## config.mk

```make
export PLATFORM = sky130hd
export DESIGN_NAME = muxn_pipe
export DESIGN_NICKNAME = d
export VERILOG_FILES = /design/src/rtl/muxn_pipe.sv
export SDC_FILE = /design/constraint.sdc
export NUM_CORES = 2
export LEC_CHECK = 0
export ABC_AREA = 0
export BUFFER_PORTS_ARGS = -buffer_cell sky130_fd_sc_hd__clkbuf_2
export CAP_MARGIN = 20
export CORE_AREA = 8 8 404 406
export CTS_CLUSTER_SIZE = 16
export DETAILED_ROUTE_END_ITERATION = 16
export DIE_AREA = 0 0 412 414
export PLACE_DENSITY_LB_ADDON = 0.15
export SLEW_MARGIN = 25
export SYNTH_ARGS = -nofsm -noshare
export SYNTH_HDL_FRONTEND = slang
export SYNTH_SLANG_ARGS = --single-unit
```

## constraint.sdc

```tcl
create_clock -name clk -period 2.5 [get_ports clk]
set_input_delay 0.625 -clock clk [delete_from_list [all_inputs] [get_ports clk]]
set_output_delay 0.625 -clock clk [all_outputs]
set_load 0.005 [all_outputs]
```

## src/rtl/muxn_pipe.sv

```systemverilog
// Pipelined N:1 word multiplexer: radix-2 mux tree with optional registers
// between levels, valid/ready backpressure and out-of-range select flagging.
module muxn_pipe #(
  parameter int WIDTH      = 32,
  parameter int PRT        = 32,
  parameter int PIPE_EVERY = 1,
  parameter int BITPRT     = $clog2(PRT),
  parameter int NSTG       = (BITPRT + PIPE_EVERY - 1) / PIPE_EVERY
) (
  input  logic                 clk,
  input  logic                 rst_n,
  input  logic                 in_vld,
  output logic                 in_rdy,
  input  logic [BITPRT-1:0]    sel,
  input  logic [PRT*WIDTH-1:0] x,
  output logic                 out_vld,
  input  logic                 out_rdy,
  output logic [WIDTH-1:0]     y,
  output logic                 sel_err
);

  typedef logic [PRT-1:0][WIDTH-1:0] words_t;

  // Boundary signals between tree levels; index 0 is the block input,
  // index BITPRT is the output of the last (always registered) level.
  words_t            lvl_data [BITPRT+1];
  logic [BITPRT-1:0] lvl_sel  [BITPRT+1];
  logic              lvl_vld  [BITPRT+1];
  logic              lvl_err  [BITPRT+1];
  logic              stall;

  // A single global stall freezes every stage, so no per-stage skid is needed.
  assign stall  = out_vld && !out_rdy;
  assign in_rdy = !stall;

  assign lvl_data[0] = x;
  assign lvl_sel[0]  = sel;
  assign lvl_vld[0]  = in_vld;
  assign lvl_err[0]  = int'(sel) >= PRT;

  for (genvar lv = 0; lv < BITPRT; lv++) begin : g_lvl
    localparam int NIN     = (PRT + (1 << lv) - 1) >> lv;
    localparam int NOUT    = (NIN + 1) / 2;
    localparam bit HAS_REG = ((lv + 1) % PIPE_EVERY == 0) || (lv == BITPRT - 1);

    words_t mux_d;

    always_comb begin
      // NOTE: default every word first so unused slots never infer a latch.
      mux_d = '0;
      for (int k = 0; k < NOUT; k++) begin
        if (lvl_sel[lv][lv]) begin
          // A node without a b-leg yields 0 when the b side is selected.
          mux_d[k] = (2 * k + 1 < NIN) ? lvl_data[lv][(2 * k + 1 < NIN) ? 2 * k + 1 : 2 * k]
                                       : '0;
        end else begin
          mux_d[k] = lvl_data[lv][2 * k];
        end
      end
    end

    if (HAS_REG) begin : g_reg
      words_t            data_q;
      logic [BITPRT-1:0] sel_q;
      logic              vld_q;
      logic              err_q;

      always_ff @(posedge clk) begin
        // NOTE: sequential state uses non-blocking assignments only, so every
        // stage samples its upstream value from before this edge.
        if (!rst_n) begin
          // NOTE: data registers are reset too, so y reads 0 straight out of reset.
          data_q <= '0;
          sel_q  <= '0;
          vld_q  <= 1'b0;
          err_q  <= 1'b0;
        end else if (!stall) begin
          vld_q <= lvl_vld[lv];
          if (lvl_vld[lv]) begin
            data_q <= mux_d;
            sel_q  <= lvl_sel[lv];
            err_q  <= lvl_err[lv];
          end
        end
      end

      assign lvl_data[lv+1] = data_q;
      assign lvl_sel[lv+1]  = sel_q;
      assign lvl_vld[lv+1]  = vld_q;
      assign lvl_err[lv+1]  = err_q;
    end else begin : g_comb
      assign lvl_data[lv+1] = mux_d;
      assign lvl_sel[lv+1]  = lvl_sel[lv];
      assign lvl_vld[lv+1]  = lvl_vld[lv];
      assign lvl_err[lv+1]  = lvl_err[lv];
    end
  end

  // Output fields come straight from the last stage, so they hold while idle.
  assign out_vld = lvl_vld[BITPRT];
  assign sel_err = lvl_err[BITPRT];
  assign y       = lvl_err[BITPRT] ? '0 : lvl_data[BITPRT][0];

endmodule

```

# Yosys cells after proc, flatten, opt, wreduce, memory -nomap -nowiden
# Index checks and enable logic that the tools add are counted.
# Widths: inputs -> output; s select.
[totals]
register_bits = 1017
input_bits = 1033
output_inout_bits = 35
word_cells = 80
[op_classes]
muxes = 31
bitwise_logic = 1
n_reduce_logical = 8
[ops]
columns = ["operator", "n"]
rows = [
  ["$mux 32", 31],
  ["$reduce_and 2->1", 5],
  ["$logic_not 1->1", 2],
  ["$logic_and 1x1->1", 1],
  ["$not 1->1", 1],
]

# Depth between registers and ports, before layout
[logic_depth]
depth_word = 4
ltp_mapped = 7
ltp_nobuf = 4

# Worst setup path before layout
# OpenSTA, ideal clock, no wires.
[synth_path]
path_type = "input -> output"
start = "in out_rdy"
end = "out in_rdy"
arrival_ns = 1.192
t_required_ns = 1.875
path_slack_ns = 0.683
stages = 4
n_path_buf = 2
cell_sequence = "nor2b_4 inv_2 buf_2 buf_1"
[synth_via]
elab_chain_len = 3
[synth_rtl]
columns = ["element", "line_no", "text"]
rows = [
  ["from (decl)", "17", "input logic out_rdy,"],
  ["$logic_not 1->1", "33", "assign stall = out_vld && !out_rdy;"],
  ["$logic_and 1x1->1", "33", ""],
  ["$logic_not 1->1", "n/a", ""],
  ["to (decl)", "13", "output logic in_rdy,"],
]
# Every way passes these cells.

# Final worst setup path
[layout_path]
start = "reg g_lvl[4].g_reg.vld_q, in the netlist out_vld"
end = "out in_rdy"
[layout_via]
elab_chain_len = 2
[layout_rtl]
columns = ["element", "line_no", "text"]
rows = [
  ["from (decl)", "65", "logic vld_q;"],
  ["from (signal assigned)", "78", "vld_q <= lvl_vld[lv];"],
  ["$logic_and 1x1->1", "33", ""],
  ["$logic_not 1->1", "n/a", ""],
]
# Every way passes these cells.

==> impl_metrics.ini <==
[outcome]
status = completed

[floorplan]
die_y_um = 414
ioPinCount = 1068
initial_core_util_pct = 28.3
core_um2 = 157000
num_rows = 146
die_w_um = 412
die-area_um2 = 171000

[grt]
grt_pass1_wl_um = 239000
grt_start_max_net_pins = 125
grtUsageTotal_pct = 18.1
antenna_found_initial = 5
first_global_vias = 36789
gr-total-overflow = 0

[clock_network]
cts_buffers = 113
ctsHoldBuffers = 0
clk_pin_slew_ns = 0.06
cts_num_sinks = 1007
ctsResizeCount = 0
insertion_delay_ns = 0.72
clockBufferDepth = 3
cts_tree = built
cts_setup_buffers = 0
htree_levels = 3
clockRootBuffer = clkbuf_16

[power]
pwr-share-seq_pct = 43.5
p_switching_uw = 10200
sw_frac_of_total_pct = 25.0
ir_drop_mv = 0.521
leakagePower_uw = 0.0277
powerDensity_nw_per_um2 = 725
clockPowerShare_pct = 45.4
internal_power_uw = 30500
pwr-share-comb_pct = 11.1

[route]
wl_per_cell_um = 23.2
vias = 34637
drc = 0
wl_um = 164000
vias_per_cell = 4.92
drtAntennaViolNets = 0
drt-initial-drc-count = 1839
drtPass1Iterations = 7

[synth]
ys_seq_area_share_pct = 45.4
synthCells = 3962
synth_area_leader_cell = dfxtp_1
synth-edff-count = 0
avgSynthCellArea_um2 = 11.2
synth_warnings = 0
async_flop_share_pct = 0
yosysUniqueCellTypes = 20
ys_top_cells_by_area = dfxtp_1 45%, mux2i_1 22%, o211a_1 11%
synth_top_area_share_pct = 45.4
synth_area_um2 = 44400
netlist_top_cells_count = 1007 x dfxtp_1, 998 x mux2i_1, 512 x o2bb2ai_1, 481 x nand3_1, 480 x o211a_1
syn_nets = 4995
synth_flop_cell = dfxtp_1
ys_ff_latch = 1007
synth_most_common_cell = dfxtp_1

[timing]
fin_crit_sh_pct = 92.6
skew_ns = 0.0484
worst_slew_pin_slew_ns = 0.625
finalSetupTns_ns = 0
final_max_slew_viol_count = 0
setup_ws_ns = 0.185
fin_crit_ns = 2.32
setup_viol = 0
max_slew_margin_pct = 58.3
rsz0062_at_grt = no
fmax_mhz = 432
finalHoldViolCount = 0

[critical_path]
endpoint_kind = output pin
arrival_ns = 1.69
reg2reg_from = out_vld$_SDFFE_PN0N_
worst_setup_path_start_kind = register
crit_path_top_delay_cell = dfxtp_1
cp.required_ns = 1.88
path_class = reg -> out
crit_start = out_vld$_SDFFE_PN0N_
crit_path_max_fanout = 22
path_cells = nor2b_4 > inv_8 > clkbuf_2
slowest_delay_ns = 0.43

[placed_design]
placed_cell_area_um2 = 52000
place_inst = 6827
port_buffers = 1066
dpl.hpwl_um = 124000
place_congestion = 0.826
place_ws_ns = 0.183

[cells_and_area]
area_growth_syn_to_layout_pct = 26.4
design_area_um2 = 56200
finalNonFillerCells = 7044
drive_above_1_share_pct = 29.1
final_core_util_pct = 35.7
nets = 5903

[min_path]
hold_path_startpoint = x[329]
hold_path.class = in -> reg

[flow_run]
drv_cap = 0
## sequential cells by signal, indices dropped and copies added, names as in the netlist
| signal | count |
|---|---|
| g_lvl.g_reg.data_q | 992 |
| g_lvl.g_reg.vld_q | 4 |
| g_lvl.g_reg.sel_q | 10 |
| out_vld | 1 |
## logic make-up after synthesis
| family | Yosys count | share of synthesized area, % |
|---|---|---|
| buffers and inverters | 446 | 5.38 |
| flip-flops | 1007 | 45.4 |
| multiplexers | 998 | 22.5 |
| AO/OA/AOI/OAI | 1002 | 21.0 |
| other | 1 | 0.00844 |
| AND/OR/NAND/NOR | 508 | 5.72 |
## critical path: cells and delay by family (launching register included)
kind	cells	cell delay (ns)
buffers and inverters	2	0.28
DFF	1	0.43
and+or+nand+nor	1	0.26
## final cells by class
cell class,instances,area (um2)
fill,15887,101000
multi-input combinational,2509,21900
sequential,1007,20200
timing repair buffer,1238,7250
clock buffer,167,3380
tap,2072,2590
clock inverter,47,816
inverter,1,11.3
antenna,3,7.51
## metal layers
metal / track usage (%) / share of wire, % / vias to the layer above / routed length [um]
met3: 3.71 / 5.1 / 166 / 8400
met5: 0 / 0 / - / 0
met2: 31.1 / 48 / 928 / 78800
met1: 23.5 / 45 / 16455 / 73300
met4: 3.81 / 1.9 / 0 / 3170
li1: - / - / 17088 / -
## metrics by stage
step / power (uW) / hold slack [ns]
4_1_cts: 41400 / 0.0983
2_1_floorplan: 20500 / 0.432
3_3_place_gp: 22600 / 0.443
6_report: 40700 / 0.174
3_5_place_dp: 22700 / 0.445
5_1_grt: 42500 / 0.122
## cell usage in the layout, fill, tap and decap left out
cell           n
clkinv_2      15
dfxtp_4        5
clkinvlp_4     7
and2_2         1
buf_4        124
a21boi_4       1
inv_8          1
buf_12        48
o21a_1         2
clkbuf_1      20
inv_6          2
o2bb2ai_1    512
nand3_4        1
and2_4         2
a21boi_0       3
nor2b_4        1
diode_2        3
clkbuf_16    114
dfxtp_1     1000
inv_16         2
dfxtp_2        2
nand2_1       16
buf_8          2
o211a_1      480
nand4_1        4
o21ai_0        4
and2_1         3
bufinv_16     19
clkinv_16      2
mux2i_1      998
clkbuf_8      33
conb_1         1
clkbuf_2    1064
nand3_1      480
## path summary, 6_finish.rpt
| path | end | depth (start not counted) | slack (ns) |
|---|---|---|---|
| max reg2reg | g_lvl[0].g_reg.data_q[394]$_SDFFE_PN0P_ | 6 | 0.49 |
| min reg2reg | g_lvl[0].g_reg.data_q[269]$_SDFFE_PN0P_ | 1 | 0.46 |
| max | in_rdy | 3 | 0.18 |
| min | g_lvl[0].g_reg.data_q[169]$_SDFFE_PN0P_ | 3 | 0.17 |
## power groups by stage
| stage | clock network (uW) | logic [uW] | registers, uW |
|---|---|---|---|
| final | 18500 | 4530 | 17700 |
| after global routing | 19700 | 4980 | 17800 |
| after detailed placement | 0 | 4640 | 18000 |
| after global placement | 0 | 4600 | 18000 |
| after floorplan | 0 | 2710 | 17800 |
| after CTS | 19000 | 4660 | 17700 |
Note: power is estimated with default switching activity, not from simulation.
